[src/rtl/keypad_scan_ctrl.sv]
`default_nettype none
// ============================================================================
// Module  : keypad_scan_ctrl
// Brief   : 4x3 matrix keypad scanner with frame-based debounce and key encoder.
// Revision: 1.0 - initial release
// ============================================================================
module keypad_scan_ctrl #(
  parameter int SCAN_DIV   = 1000,
  parameter int DEB_FRAMES = 20
) (
  input  logic       clk,
  input  logic       reset_1,
  output logic [3:0] Row,
  input  logic [2:0] Col,
  output logic [3:0] Code_1,
  output logic       Valid_1,
  output logic       key_hold
);

  localparam int c_SLOT_W = $clog2(SCAN_DIV);
  localparam int c_DEB_W  = $clog2(DEB_FRAMES + 1);

  localparam logic [c_SLOT_W-1:0] c_SLOT_LAST = c_SLOT_W'(SCAN_DIV - 1);
  localparam logic [c_SLOT_W-1:0] c_SLOT_ONE  = c_SLOT_W'(1);
  localparam logic [c_DEB_W-1:0]  c_DEB_MAX   = c_DEB_W'(DEB_FRAMES);
  localparam logic [c_DEB_W-1:0]  c_DEB_ONE   = c_DEB_W'(1);

  typedef enum logic [1:0] {
    S_IDLE     = 2'd0,
    S_DEBOUNCE = 2'd1,
    S_PRESSED  = 2'd2,
    S_RELEASE  = 2'd3
  } state_t;

  logic [2:0]          r_col_s1;
  logic [2:0]          r_col_s2;
  logic [c_SLOT_W-1:0] r_slot;
  logic [1:0]          r_row_idx;
  logic [3:0]          r_row;
  logic [1:0]          r_acc_cnt;
  logic [3:0]          r_acc_code;
  state_t              r_state;
  logic [c_DEB_W-1:0]  r_deb;
  logic [3:0]          r_cand;
  logic [3:0]          r_code;
  logic                r_valid;
  logic                r_key_hold;

  logic                w_slot_end;
  logic                w_frame_end;
  logic [2:0]          w_col_act;
  logic [1:0]          w_hits;
  logic [1:0]          w_col_idx;
  logic [2:0]          w_tot;
  logic [1:0]          w_cnt_sat;
  logic [3:0]          w_frame_code;
  logic                w_res_none;
  logic                w_res_single;
  logic [c_DEB_W-1:0]  w_deb_inc;
  state_t              w_state_nxt;
  logic [c_DEB_W-1:0]  w_deb_nxt;
  logic [3:0]          w_cand_nxt;
  logic [3:0]          w_code_nxt;
  logic                w_valid_nxt;

  function automatic logic [3:0] f_key_code(input logic [1:0] row, input logic [1:0] col);
    logic [3:0] code;
    case ({row, col})
      4'b00_00: code = 4'b0001;
      4'b00_01: code = 4'b0010;
      4'b00_10: code = 4'b0011;
      4'b01_00: code = 4'b0100;
      4'b01_01: code = 4'b0101;
      4'b01_10: code = 4'b0110;
      4'b10_00: code = 4'b0111;
      4'b10_01: code = 4'b1000;
      4'b10_10: code = 4'b1001;
      4'b11_00: code = 4'b1011;
      4'b11_01: code = 4'b0000;
      4'b11_10: code = 4'b1010;
      default:  code = 4'b0000;
    endcase
    return code;
  endfunction

  // Col is asynchronous to clk; idle (released) level is all ones.
  always_ff @(posedge clk or negedge reset_1) begin
    if (!reset_1) begin
      r_col_s1 <= 3'b111;
      r_col_s2 <= 3'b111;
    end else begin
      r_col_s1 <= Col;
      r_col_s2 <= r_col_s1;
    end
  end

  assign w_slot_end  = (r_slot == c_SLOT_LAST);
  assign w_frame_end = w_slot_end && (r_row_idx == 2'd3);

  always_ff @(posedge clk or negedge reset_1) begin
    if (!reset_1) begin
      r_slot    <= '0;
      r_row_idx <= 2'd0;
      r_row     <= 4'b1110;
    end else if (w_slot_end) begin
      r_slot    <= '0;
      r_row_idx <= r_row_idx + 2'd1;
      r_row     <= {r_row[2:0], r_row[3]};
    end else begin
      r_slot    <= r_slot + c_SLOT_ONE;
    end
  end

  assign w_col_act = ~r_col_s2;
  assign w_hits    = {1'b0, w_col_act[0]} + {1'b0, w_col_act[1]} + {1'b0, w_col_act[2]};
  assign w_col_idx = w_col_act[0] ? 2'd0 : (w_col_act[1] ? 2'd1 : 2'd2);
  assign w_tot     = {1'b0, r_acc_cnt} + {1'b0, w_hits};
  // Key count saturates at 2: anything above one key in a frame is MULTI.
  assign w_cnt_sat    = (w_tot > 3'd1) ? 2'd2 : w_tot[1:0];
  assign w_frame_code = (w_hits == 2'd1) ? f_key_code(r_row_idx, w_col_idx) : r_acc_code;
  assign w_res_none   = (w_cnt_sat == 2'd0);
  assign w_res_single = (w_cnt_sat == 2'd1);

  always_ff @(posedge clk or negedge reset_1) begin
    if (!reset_1) begin
      r_acc_cnt  <= 2'd0;
      r_acc_code <= 4'd0;
    end else if (w_frame_end) begin
      r_acc_cnt  <= 2'd0;
      r_acc_code <= 4'd0;
    end else if (w_slot_end) begin
      r_acc_cnt  <= w_cnt_sat;
      r_acc_code <= w_frame_code;
    end
  end

  assign w_deb_inc = (r_deb == c_DEB_MAX) ? r_deb : r_deb + c_DEB_ONE;

  always_ff @(posedge clk or negedge reset_1) begin
    if (!reset_1) begin
      r_state    <= S_IDLE;
      r_deb      <= '0;
      r_cand     <= 4'd0;
      r_code     <= 4'd0;
      r_valid    <= 1'b0;
      r_key_hold <= 1'b0;
    end else begin
      r_state    <= w_state_nxt;
      r_deb      <= w_deb_nxt;
      r_cand     <= w_cand_nxt;
      r_code     <= w_code_nxt;
      r_valid    <= w_valid_nxt;
      r_key_hold <= w_valid_nxt;
    end
  end

  always_comb begin
    w_state_nxt = r_state;
    w_deb_nxt   = r_deb;
    w_cand_nxt  = r_cand;
    w_code_nxt  = r_code;
    w_valid_nxt = r_valid;
    if (w_frame_end) begin
      case (r_state)
        S_IDLE: begin
          if (w_res_single) begin
            w_cand_nxt  = w_frame_code;
            w_deb_nxt   = c_DEB_ONE;
            w_state_nxt = S_DEBOUNCE;
          end
        end
        S_DEBOUNCE: begin
          if (w_res_single && (w_frame_code == r_cand)) begin
            if (w_deb_inc == c_DEB_MAX) begin
              w_code_nxt  = r_cand;
              w_valid_nxt = 1'b1;
              w_deb_nxt   = '0;
              w_state_nxt = S_PRESSED;
            end else begin
              w_deb_nxt   = w_deb_inc;
            end
          end else begin
            w_deb_nxt   = '0;
            w_state_nxt = S_IDLE;
          end
        end
        S_PRESSED: begin
          // Extra or different keys while held are ignored until a clean release.
          if (w_res_none) begin
            w_deb_nxt   = c_DEB_ONE;
            w_state_nxt = S_RELEASE;
          end
        end
        S_RELEASE: begin
          if (w_res_none) begin
            if (w_deb_inc == c_DEB_MAX) begin
              w_valid_nxt = 1'b0;
              w_deb_nxt   = '0;
              w_state_nxt = S_IDLE;
            end else begin
              w_deb_nxt   = w_deb_inc;
            end
          end else begin
            w_deb_nxt   = '0;
            w_state_nxt = S_PRESSED;
          end
        end
        default: begin
          w_deb_nxt   = '0;
          w_state_nxt = S_IDLE;
        end
      endcase
    end
  end

  assign Row      = r_row;
  assign Code_1   = r_code;
  assign Valid_1  = r_valid;
  assign key_hold = r_key_hold;

endmodule
`default_nettype wire

[config.mk]
export PLATFORM = sky130hd
export DESIGN_NAME = keypad_scan_ctrl
export DESIGN_NICKNAME = d
export VERILOG_FILES = /design/src/rtl/keypad_scan_ctrl.sv
export SDC_FILE = /design/constraint.sdc
export NUM_CORES = 1
export LEC_CHECK = 0
export ABC_CLOCK_PERIOD_IN_PS = 4000
export CAP_MARGIN = 10
export CELL_PAD_IN_SITES_DETAIL_PLACEMENT = 2
export CELL_PAD_IN_SITES_GLOBAL_PLACEMENT = 2
export CORE_MARGIN = 1.5
export CORE_UTILIZATION = 38
export DETAILED_ROUTE_END_ITERATION = 10
export PLACE_DENSITY = 0.78
export SYNTH_ARGS = -nofsm -noshare
export SYNTH_HDL_FRONTEND = slang
export SYNTH_SLANG_ARGS = --single-unit
[constraint.sdc]
create_clock -name clk -period 4 [get_ports clk]
set_input_delay 0.4 -clock clk [delete_from_list [all_inputs] [get_ports clk]]
set_output_delay 0.4 -clock clk [all_outputs]
set_load 0.01 [all_outputs]
======== Yosys cells after proc, flatten, opt, wreduce, memory -nomap -nowiden ========
Memories as Yosys holds them, arrays and structs flattened.
Cells that the tools add are included.
word-level totals
  word-level logic and storage cells ...... 78
  memories ................................ 1
  bits in registers ....................... 44
  ROM bits ................................ 64
  bits of input ports ..................... 5
  output and inout bits ................... 10
memories
  name              depth  bits a word  read ports  clocked after memory_dff  write ports  RTL line  text
  (name not given)  16     4            1           0                         0            68        case ({row, col})
cells by class
  $add $sub $neg .......................... 6
  multiplexer cells ....................... 28
  reductions and logical operators ........ 11
  eq/ne operators ......................... 18
  $lt $le $gt $ge ......................... 1
  bitwise logic cells ..................... 1
operators by type and width
  cell                                                count
  2-to-1 mux 5 bit                                    6
  2-to-1 mux 2 bit                                    11
  case mux 5 bit (4 select lines)                     1
  2-to-1 mux 4 bit                                    3
  != test 2 bit, second input constant                6
  adder 10 x 1 -> 10 bit, second input constant       1
  == test 10 bit, second input constant               1
  == test 5 bit, second input constant                2
  2-to-1 mux 10 bit                                   1
  case mux 2 bit (4 select lines)                     1
  == test 2 x 1 -> 1 bit, second input constant       3
  == test 2 bit, second input constant                3
  != test 3 bit, second input constant                2
  AND reduction 3 bit                                 2
  AND reduction 6 bit                                 1
  adder 5 x 1 -> 5 bit, second input constant         1
  AND reduction 5 bit                                 1
  == test 4 bit                                       1
  zero test 2 bit                                     2
  2-to-1 mux 1 bit                                    4
  AND reduction 4 bit                                 1
  nonzero test 2 bit                                  2
  adder 2 x 2 -> 3 bit                                1
  > comparator 3 x 1 -> 1 bit, second input constant  1
  other kinds (6)                                     7

======== Longest topological paths before layout ========
Gate-level depths: netlist of the first run.
  word-level depth ........................ 10
  depth in mapped cells ................... 12

======== Worst setup path after synthesis of the first run ========
OpenSTA, ideal clock, no wires.
  kind .................................... register -> register
  start ................................... register r_col_s2[0]
  end ..................................... register r_cand[3]
  clock period less this slack ............ 3.296 ns
  required time ........................... 3.875 ns
  cell stages (with the launch flop) ...... 11
  setup time .............................. 0.125 ns
  data arrival time ....................... 3.171 ns
  setup slack ............................. 0.704 ns
  cell sequence ........................... dfstp_2 > clkbuf_1 > inv_1 > fa_1 > ha_1 > inv_1 > fa_1 > nand2_1 > or4_1 > buf_2 > mux2_4
on the way
  word-level cells in the longest chain between the ends .. 8
  elaborated cells between the ends (all ways) .. 12
ends and longest elaborated chain
  element                               RTL line  text
  start: declaration                    36        logic [2:0] r_col_s2;
  start signal: assignment              93        r_col_s2 <= r_col_s1;
  NOT 3 bit *                           114       assign w_col_act = ~r_col_s2;
  adder 1 x 1 -> 2 bit                  115       assign w_hits = {1'b0, w_col_act[0]} + {1'b0, w_col_act[1]} + {1'b0, w_col_act[2]};
  adder 2 x 1 -> 2 bit                  115
  adder 2 x 2 -> 3 bit                  117       assign w_tot = {1'b0, r_acc_cnt} + {1'b0, w_hits};
  > comparator 3 x 1 -> 1 bit           119       assign w_cnt_sat = (w_tot > 3'd1) ? 2'd2 : w_tot[1:0];
  2-to-1 mux 2 bit                      119
  == test 2 x 1 -> 1 bit                122       assign w_res_single = (w_cnt_sat == 2'd1);
  AND reduction 3 bit (no source line)  n/a
  end signal: assignment                150       r_cand <= w_cand_nxt;
  end: declaration                      44        logic [3:0] r_cand;
Every way passes the cells marked *; elsewhere a longest branch is shown, timed or not.
A chain may end at the register's enable or synchronous reset.

======== Worst setup path in the final report of the first run ========
  start ................................... register r_col_s2[0]
  end ..................................... register r_code[3] (netlist: Code_1[3])
on the way
  word-level cells in the longest chain between the ends .. 9
  elaborated cells between the ends (all ways) .. 14
ends and longest elaborated chain
  element                                 RTL line  text
  NOT 3 bit *                             114
  adder 1 x 1 -> 2 bit                    115
  adder 2 x 1 -> 2 bit                    115
  adder 2 x 2 -> 3 bit                    117
  > comparator 3 x 1 -> 1 bit             119
  2-to-1 mux 2 bit                        119
  == test 2 x 1 -> 1 bit                  122
  logical AND 1 bit *                     173       if (w_res_single && (w_frame_code == r_cand)) begin
  AND reduction 4 bit (no source line) *  n/a
  end signal: assignment                  151       r_code <= w_code_nxt;
  end: declaration                        45        logic [3:0] r_code;
Marks and branches as above.

==> reports/qor.csv, run 1 <==
stage,metric,value,unit
place,Detail Placement HPWL,4080,um
clock_network,CTS Sinks,44,
sta,Max Slew Vio Count,0,
final_layout,Nets,268,
clock_network,H-tree depth,2,
power_and_ir_drop,Comb pwr share,0.065,
final_layout,Reg area,1110,sq um
floorplan,core area,5960,sq um
power_and_ir_drop,Reg power frac,0.566,
floorplan,floorplan row count,28,
global_route,gr ovfl total,0,
synthesis,Syn Nets,258,
sta,worst rel slew slack,0.345,
synthesis,post-synthesis register bit count,44,
setup_path,worst-path maximum fanout,11,
clock_network,clk root buf,clkbuf_8,
place,gpl congestion,0.782,
detailed_routing,Iter 0 DRT Violations,49,
clock_network,CTS clock-pin slew for the worst setup and hold paths,0.09,ns
detailed_routing,DR WL/cell,17.0,um
floorplan,starting density of the core,0.397,
detailed_routing,via count,1829,
floorplan,full die area,6710,sq um
sta,Sum Neg Setup Slack,0,ns
synthesis,Post-synth EDFFs,0,
sta,worst-margin pin slew,0.982,ns
synthesis,Mapped Cells,245,
clock_network,"Setup Fix Bufs, Post-CTS",0,
clock_network,# resized after CTS,0,
sta,fmax,297,MHz
clock_network,CTS buffer count,5,
synthesis,warning count from the yosys run,0,
global_route,total global-route track usage,0.187,
power_and_ir_drop,switching part of the total,0.239,
final_layout,share of cells above drive strength 1,0.117,
detailed_routing,final routed DRC violation total,0,
final_layout,Area Growth Syn to Fin,11.7,%
synthesis,Synth Cell Area,2370,sq um
job,max-cap violations,0,
power_and_ir_drop,P per Cell Area,303,nW/um^2
sta,RSZ-0062 raised after global routing,false,
clock_network,clock buffer depth,2,
sta,final hold violations,0,
clock_network,Skew-Pair Late Insertion Delay,0.31,ns
power_and_ir_drop,P_sw,191,uW
setup_path,critical path capture point type,flip-flop,
final_layout,area of the multi-input gates,1160,sq um
synthesis,syn avg cell area,9.66,sq um
outcome,status,"finished, final reports clean",
setup_path,CP startpoint kind,flip-flop,
min_path,HP Class,input port to async pin,
global_route,vias in the first global route,1843,
power_and_ir_drop,clock share of power,0.369,
clock_network,TritonCTS clock tree,done,
synthesis,Main synth FF type,dfrtp_1,
final_layout,"commonest non-fill, non-tap cell in the layout",nand2_1,
power_and_ir_drop,Max IR drop VDD,130,uV
final_layout,number of fill cells,674,
setup_path,critical path class,flip-flop to flip-flop,
power_and_ir_drop,Power Internal,609,uW
sta,fin crit share,0.843,
global_route,largest net degree at the start of global routing,45,
floorplan,Horiz. Die Dim,81.9,um
floorplan,number of I/O pins,15,
place,IO Port Bufs,14,
floorplan,die height,81.9,um
synthesis,Synth cell types,52,
setup_path,WP data arrival,3.57,ns
power_and_ir_drop,overall power,801,uW
global_route,first-pass GRT wire length,9300,um
final_layout,"commonest cells after routing, fill and taps aside","39 x nand2_1, 35 x dfrtp_1, 13 x inv_1, 13 x o21ai_0, 13 x clkdlybuf4s50_1",
setup_path,CP required,4.20,ns
detailed_routing,Antenna Nets Post-Route,0,
detailed_routing,TritonRoute pass-1 iters,4,
synthesis,register area share after synthesis,0.470,
detailed_routing,vias per cell,5.53,
final_layout,ANT cells,0,
sta,post-layout min period,3.37,ns
sta,Final Setup Violations,0,
clock_network,"Hold-fix buffers, CTS",0,
global_route,initial antenna violation count,0,
detailed_routing,Post-Route WL,5640,um
sta,Final Skew,0.00868,ns
power_and_ir_drop,static leakage,1.13,nW
synthesis,"FFs w/ async S/R, synth",1.00,
==> final timing paths <==
kind / startpoint / end / slack, ns / cells past startpoint
max in group asynchronous: reset_1 / r_acc_cnt[1] / 3.15 / 1
min reg2reg: r_col_s1[0] / r_col_s2[0] / 0.36 / 0
max reg2reg: r_col_s2[0] / Code_1[3] / 0.63 / 10
max: r_col_s2[0] / Code_1[3] / 0.63 / 10
min: reset_1 / r_acc_cnt[0] / 0.25 / 1
min in group clk: r_col_s1[0] / r_col_s2[0] / 0.36 / 0
==> critical path, stage by stage, from the launching register on <==
cell,delay [ns]
dfstp_2,0.64
inv_1,0.10
fa_1,0.62
ha_1,0.17
inv_1,0.04
fa_1,0.47
nand2_1,0.16
nor4_1,0.29
and3_1,0.27
nand3_2,0.18
mux2_2,0.33
==> kinds of logic after synthesis <==
family          synth area share
simple gates               0.221
flops                      0.470
fa+ha+maj                 0.0486
compound gates             0.164
xor+xnor                  0.0296
mux                       0.0254
buf+inv                   0.0418
==> cell type report <==
class,count,share of cell area
Tap cell,75,0.0355
Clock buffer,8,0.0341
Timing Repair Buffer,15,0.0540
Inverter,13,0.0185
Sequential cell,44,0.421
Multi-Input combinational cell,176,0.437
==> flip-flops by register name, indices dropped and copies added, names as in the netlist <==
| register | cells |
|---|---|
| key_hold | 1 |
| r_col_s1 | 3 |
| r_acc_code | 4 |
| r_row_idx | 2 |
| Code_1 | 4 |
| r_cand | 4 |
| r_state | 2 |
| r_slot | 10 |
| Row | 4 |
| r_col_s2 | 3 |
| r_deb | 5 |
| r_acc_cnt | 2 |
==> per-layer routing <==
| layer | part of all wire | vias to the layer above | global-route usage |
|---|---|---|---|
| met5 | 0 | - | 0 |
| met4 | 0.016 | 0 | 0.0712 |
| met3 | 0.021 | 8 | 0.0367 |
| met2 | 0.48 | 19 | 0.300 |
| met1 | 0.48 | 918 | 0.248 |
| li1 | - | 884 | - |
==> metrics by stage <==
step,area [sq um],setup WS [ns],std cells,hold slack [ns],util
after CTS,2640,0.594,331,0.286,0.444
after floorplan,2370,0.704,245,0.104,-
after global placement,2550,0.736,323,0.346,0.429
after detailed placement,2550,0.604,323,0.347,0.429
final,2640,0.628,331,0.254,0.444
after global routing,2640,0.394,331,0.337,0.444
==> synthesized netlist by cell type, types with 3 or more instances <==
library cell,count,area (sq um)
ha_1,6,75.1
nor3b_1,4,30.0
nand2_1,39,146
o31ai_1,5,37.5
nand3b_1,3,22.5
nand2b_1,10,62.6
nor2_1,10,37.5
xor2_1,4,35.0
dfrtp_1,35,876
o21ai_0,13,65.1
inv_1,13,48.8
mux2_2,4,45.0
nand3_1,11,55.1
xnor2_1,4,35.0
dfstp_2,9,236
and3_1,7,43.8
o211ai_1,7,52.6
a21oi_1,11,55.1
clkbuf_1,9,33.8
==> power groups by stage <==
stage | registers, mW | logic [mW] | clock network, mW
after CTS | 0.453 | 0.0540 | 0.313
after global routing | 0.453 | 0.0601 | 0.325
final | 0.453 | 0.0520 | 0.296
after floorplan | 0.460 | 0.0318 | 0
after global placement | 0.461 | 0.0520 | 0
after detailed placement | 0.461 | 0.0534 | 0
No activity file was read; power rests on OpenSTA's default activity.
==> run 2: changes to the inputs <==
==> config.mk (replaced) <==
export PLATFORM = sky130hd
export DESIGN_NAME = keypad_scan_ctrl
export DESIGN_NICKNAME = d
export VERILOG_FILES = /design/src/rtl/keypad_scan_ctrl.sv
export SDC_FILE = /design/constraint.sdc
export NUM_CORES = 1
export LEC_CHECK = 0
export ABC_CLOCK_PERIOD_IN_PS = 3100
export CAP_MARGIN = 10
export CELL_PAD_IN_SITES_DETAIL_PLACEMENT = 2
export CELL_PAD_IN_SITES_GLOBAL_PLACEMENT = 2
export CORE_MARGIN = 1.5
export CORE_UTILIZATION = 34
export DETAILED_ROUTE_END_ITERATION = 10
export PLACE_DENSITY = 0.74
export SYNTH_ARGS = -nofsm -noshare
export SYNTH_HDL_FRONTEND = slang
export SYNTH_SLANG_ARGS = --single-unit
==> constraint.sdc (replaced) <==
create_clock -name clk -period 3.1 [get_ports clk]
set_input_delay 0.31 -clock clk [delete_from_list [all_inputs] [get_ports clk]]
set_output_delay 0.31 -clock clk [all_outputs]
set_load 0.01 [all_outputs]
==> reports/qor.csv, run 2 (synthesized netlist as in run 1, its figures left out) <==
stage,metric,value,unit,change
outcome,status,"finished, final reports clean",,
global_route,total global-route track usage,0.169,,-0.0177
detailed_routing,Iter 0 DRT Violations,51,,+4.1%
sta,worst-margin pin slew,0.998,ns,+0.0161 ns
clock_network,"Hold-fix buffers, CTS",0,,unchanged
detailed_routing,DR WL/cell,16.6,um,-2.5%
floorplan,core area,6760,sq um,+13%
final_layout,Area Growth Syn to Fin,17.2,%,
place,Place WS,-0.0524,ns,-0.656 ns
floorplan,die height,86.4,um,+5.5%
place,gpl congestion,0.765,,-2.2%
final_layout,Nets,278,,+3.7%
final_layout,number of fill cells,727,,+7.9%
clock_network,clock buffer depth,2,,unchanged
final_layout,Reg area,1110,sq um,unchanged
final_layout,"commonest cells after routing, fill and taps aside","38 x nand2_1, 35 x dfrtp_1, 13 x inv_1, 13 x clkdlybuf4s50_1, 12 x o21ai_0",,
clock_network,CTS clock-pin slew for the worst setup and hold paths,0.08,ns,about the same
sta,final hold violations,0,,unchanged
power_and_ir_drop,overall power,1.03,mW,+28%
clock_network,TritonCTS clock tree,done,,
detailed_routing,via count,1887,,+3.2%
sta,WHS,0.173,ns,-0.0804 ns
sta,worst rel slew slack,0.334,,-0.0107
final_layout,"commonest non-fill, non-tap cell in the layout",nand2_1,,
floorplan,floorplan row count,30,,+7.1%
job,max-cap violations,0,,unchanged
power_and_ir_drop,P per Cell Area,370,nW/um^2,+22%
sta,fin crit share,0.958,,+0.115
clock_network,CTS buffer count,5,,unchanged
setup_path,worst-path maximum fanout,6,,-5
sta,RSZ-0062 raised after global routing,true,,
final_layout,largest registers,"r_slot (10), r_deb (5)",,
place,IO Port Bufs,14,,unchanged
power_and_ir_drop,static leakage,1.17,nW,+4.4%
clock_network,clk root buf,clkbuf_8,,
final_layout,ANT cells,0,,unchanged
global_route,largest net degree at the start of global routing,45,,unchanged
place,Detail Placement HPWL,4130,um,+1.4%
global_route,gr ovfl total,0,,unchanged
detailed_routing,Post-Route WL,5740,um,+1.9%
floorplan,number of I/O pins,15,,unchanged
global_route,vias in the first global route,2003,,+8.7%
floorplan,Horiz. Die Dim,86.4,um,+5.5%
sta,Final Setup Violations,0,,unchanged
sta,post-layout min period,2.97,ns,-0.402 ns
global_route,initial antenna violation count,0,,unchanged
setup_path,CP required,3.29,ns,-0.91 ns
min_path,HP Class,input port to async pin,,
final_layout,area of the multi-input gates,1210,sq um,+5.0%
setup_path,WP data arrival,3.16,ns,-0.41 ns
power_and_ir_drop,Max IR drop VDD,187,uV,+44%
detailed_routing,final routed DRC violation total,0,,unchanged
floorplan,full die area,7470,sq um,+11%
sta,final worst setup slack,0.131,ns,-0.498 ns
final_layout,share of cells above drive strength 1,0.173,,+0.0557
sta,fmax,337,MHz,+14%
floorplan,starting density of the core,0.350,,-0.0471
detailed_routing,Antenna Nets Post-Route,0,,unchanged
detailed_routing,vias per cell,5.45,,-1.3%
setup_path,critical path class,flip-flop to flip-flop,,
detailed_routing,TritonRoute pass-1 iters,4,,unchanged
setup_path,CP startpoint kind,flip-flop,,
clock_network,H-tree depth,2,,unchanged
final_layout,max reg flops,10,,unchanged
clock_network,Skew-Pair Late Insertion Delay,0.30,ns,about the same
sta,Max Slew Vio Count,0,,unchanged
global_route,first-pass GRT wire length,9870,um,+6.1%
setup_path,critical path capture point type,flip-flop,,
sta,Final Skew,0.00833,ns,-0.000352 ns
clock_network,CTS Sinks,44,,unchanged
final_layout,Biggest register,r_slot,,
==> run 2: changes by cell type in the layout (fill, tap and decap cells not counted), sizes merged <==
cell | before | now
buf | 2 | 12
clkinv | 0 | 1
clkbuf | 8 | 7
==> run 2: area by class of cell <==
cell class,count,area share
Clock buffer,7,0.0275
Clock inverter,1,0.00180
Inverter,13,0.0176
Multi-Input combinational cell,176,0.438
Sequential cell,44,0.401
Tap cell,80,0.0361
Timing Repair Buffer,25,0.0785
==> run 2: worst max-delay path: stages, from the launching register on <==
cell and delay [ns]:
dfstp_2 0.54, inv_1 0.06, fa_1 0.54, ha_1 0.15
inv_1 0.05, fa_1 0.49, nand2_2 0.09, nor4_2 0.28
and3_4 0.24, nand3_4 0.11, mux2_2 0.31
==> run 2: what timing repair did <==
item,in CTS,in global routing
setup buffers,2,0
setup endpoints to repair,9,13
cloned,0,0
gates resized for setup,2,9
pin swaps,3,6
==> run 2: path summary, 6_finish.rpt <==
path	cells past startpoint	slack (ns)	to	startpoint
max	10	0.13	Code_1[0]	r_col_s2[0]
min	1	0.17	r_acc_code[0]	reset_1
min in group clk	0	0.36	r_col_s2[0]	r_col_s1[0]
max in group asynchronous	1	2.30	r_row_idx[0]	reset_1
max reg2reg	10	0.13	Code_1[0]	r_col_s2[0]
min reg2reg	0	0.36	r_col_s2[0]	r_col_s1[0]
==> run 2: metrics by stage <==
step	instance area, sq um	utilization	instances	setup TNS, ns
finish	2770	0.411	346	0
global route	2770	0.411	346	-0.196
CTS	2730	0.405	346	0
detailed placement	2620	0.388	336	-0.244
global placement	2620	0.388	336	0
floorplan	2380	-	245	0
==> run 2: power by group <==
group / switching [mW] / internal, mW / leakage, nW
clock: 0.191 / 0.158 / 0.0422
combinational: 0.0551 / 0.0406 / 0.564
sequential: 0.00148 / 0.581 / 0.569
total: 0.248 / 0.780 / 1.17
==> run 2: layer usage <==
layer | GRT usage | part of all wire | wire [um]
met1 | 0.238 | 0.50 | 2850
met2 | 0.266 | 0.47 | 2710
met4 | 0.0484 | 0.011 | 61
met3 | 0.0324 | 0.022 | 126
met5 | 0 | 0 | 0
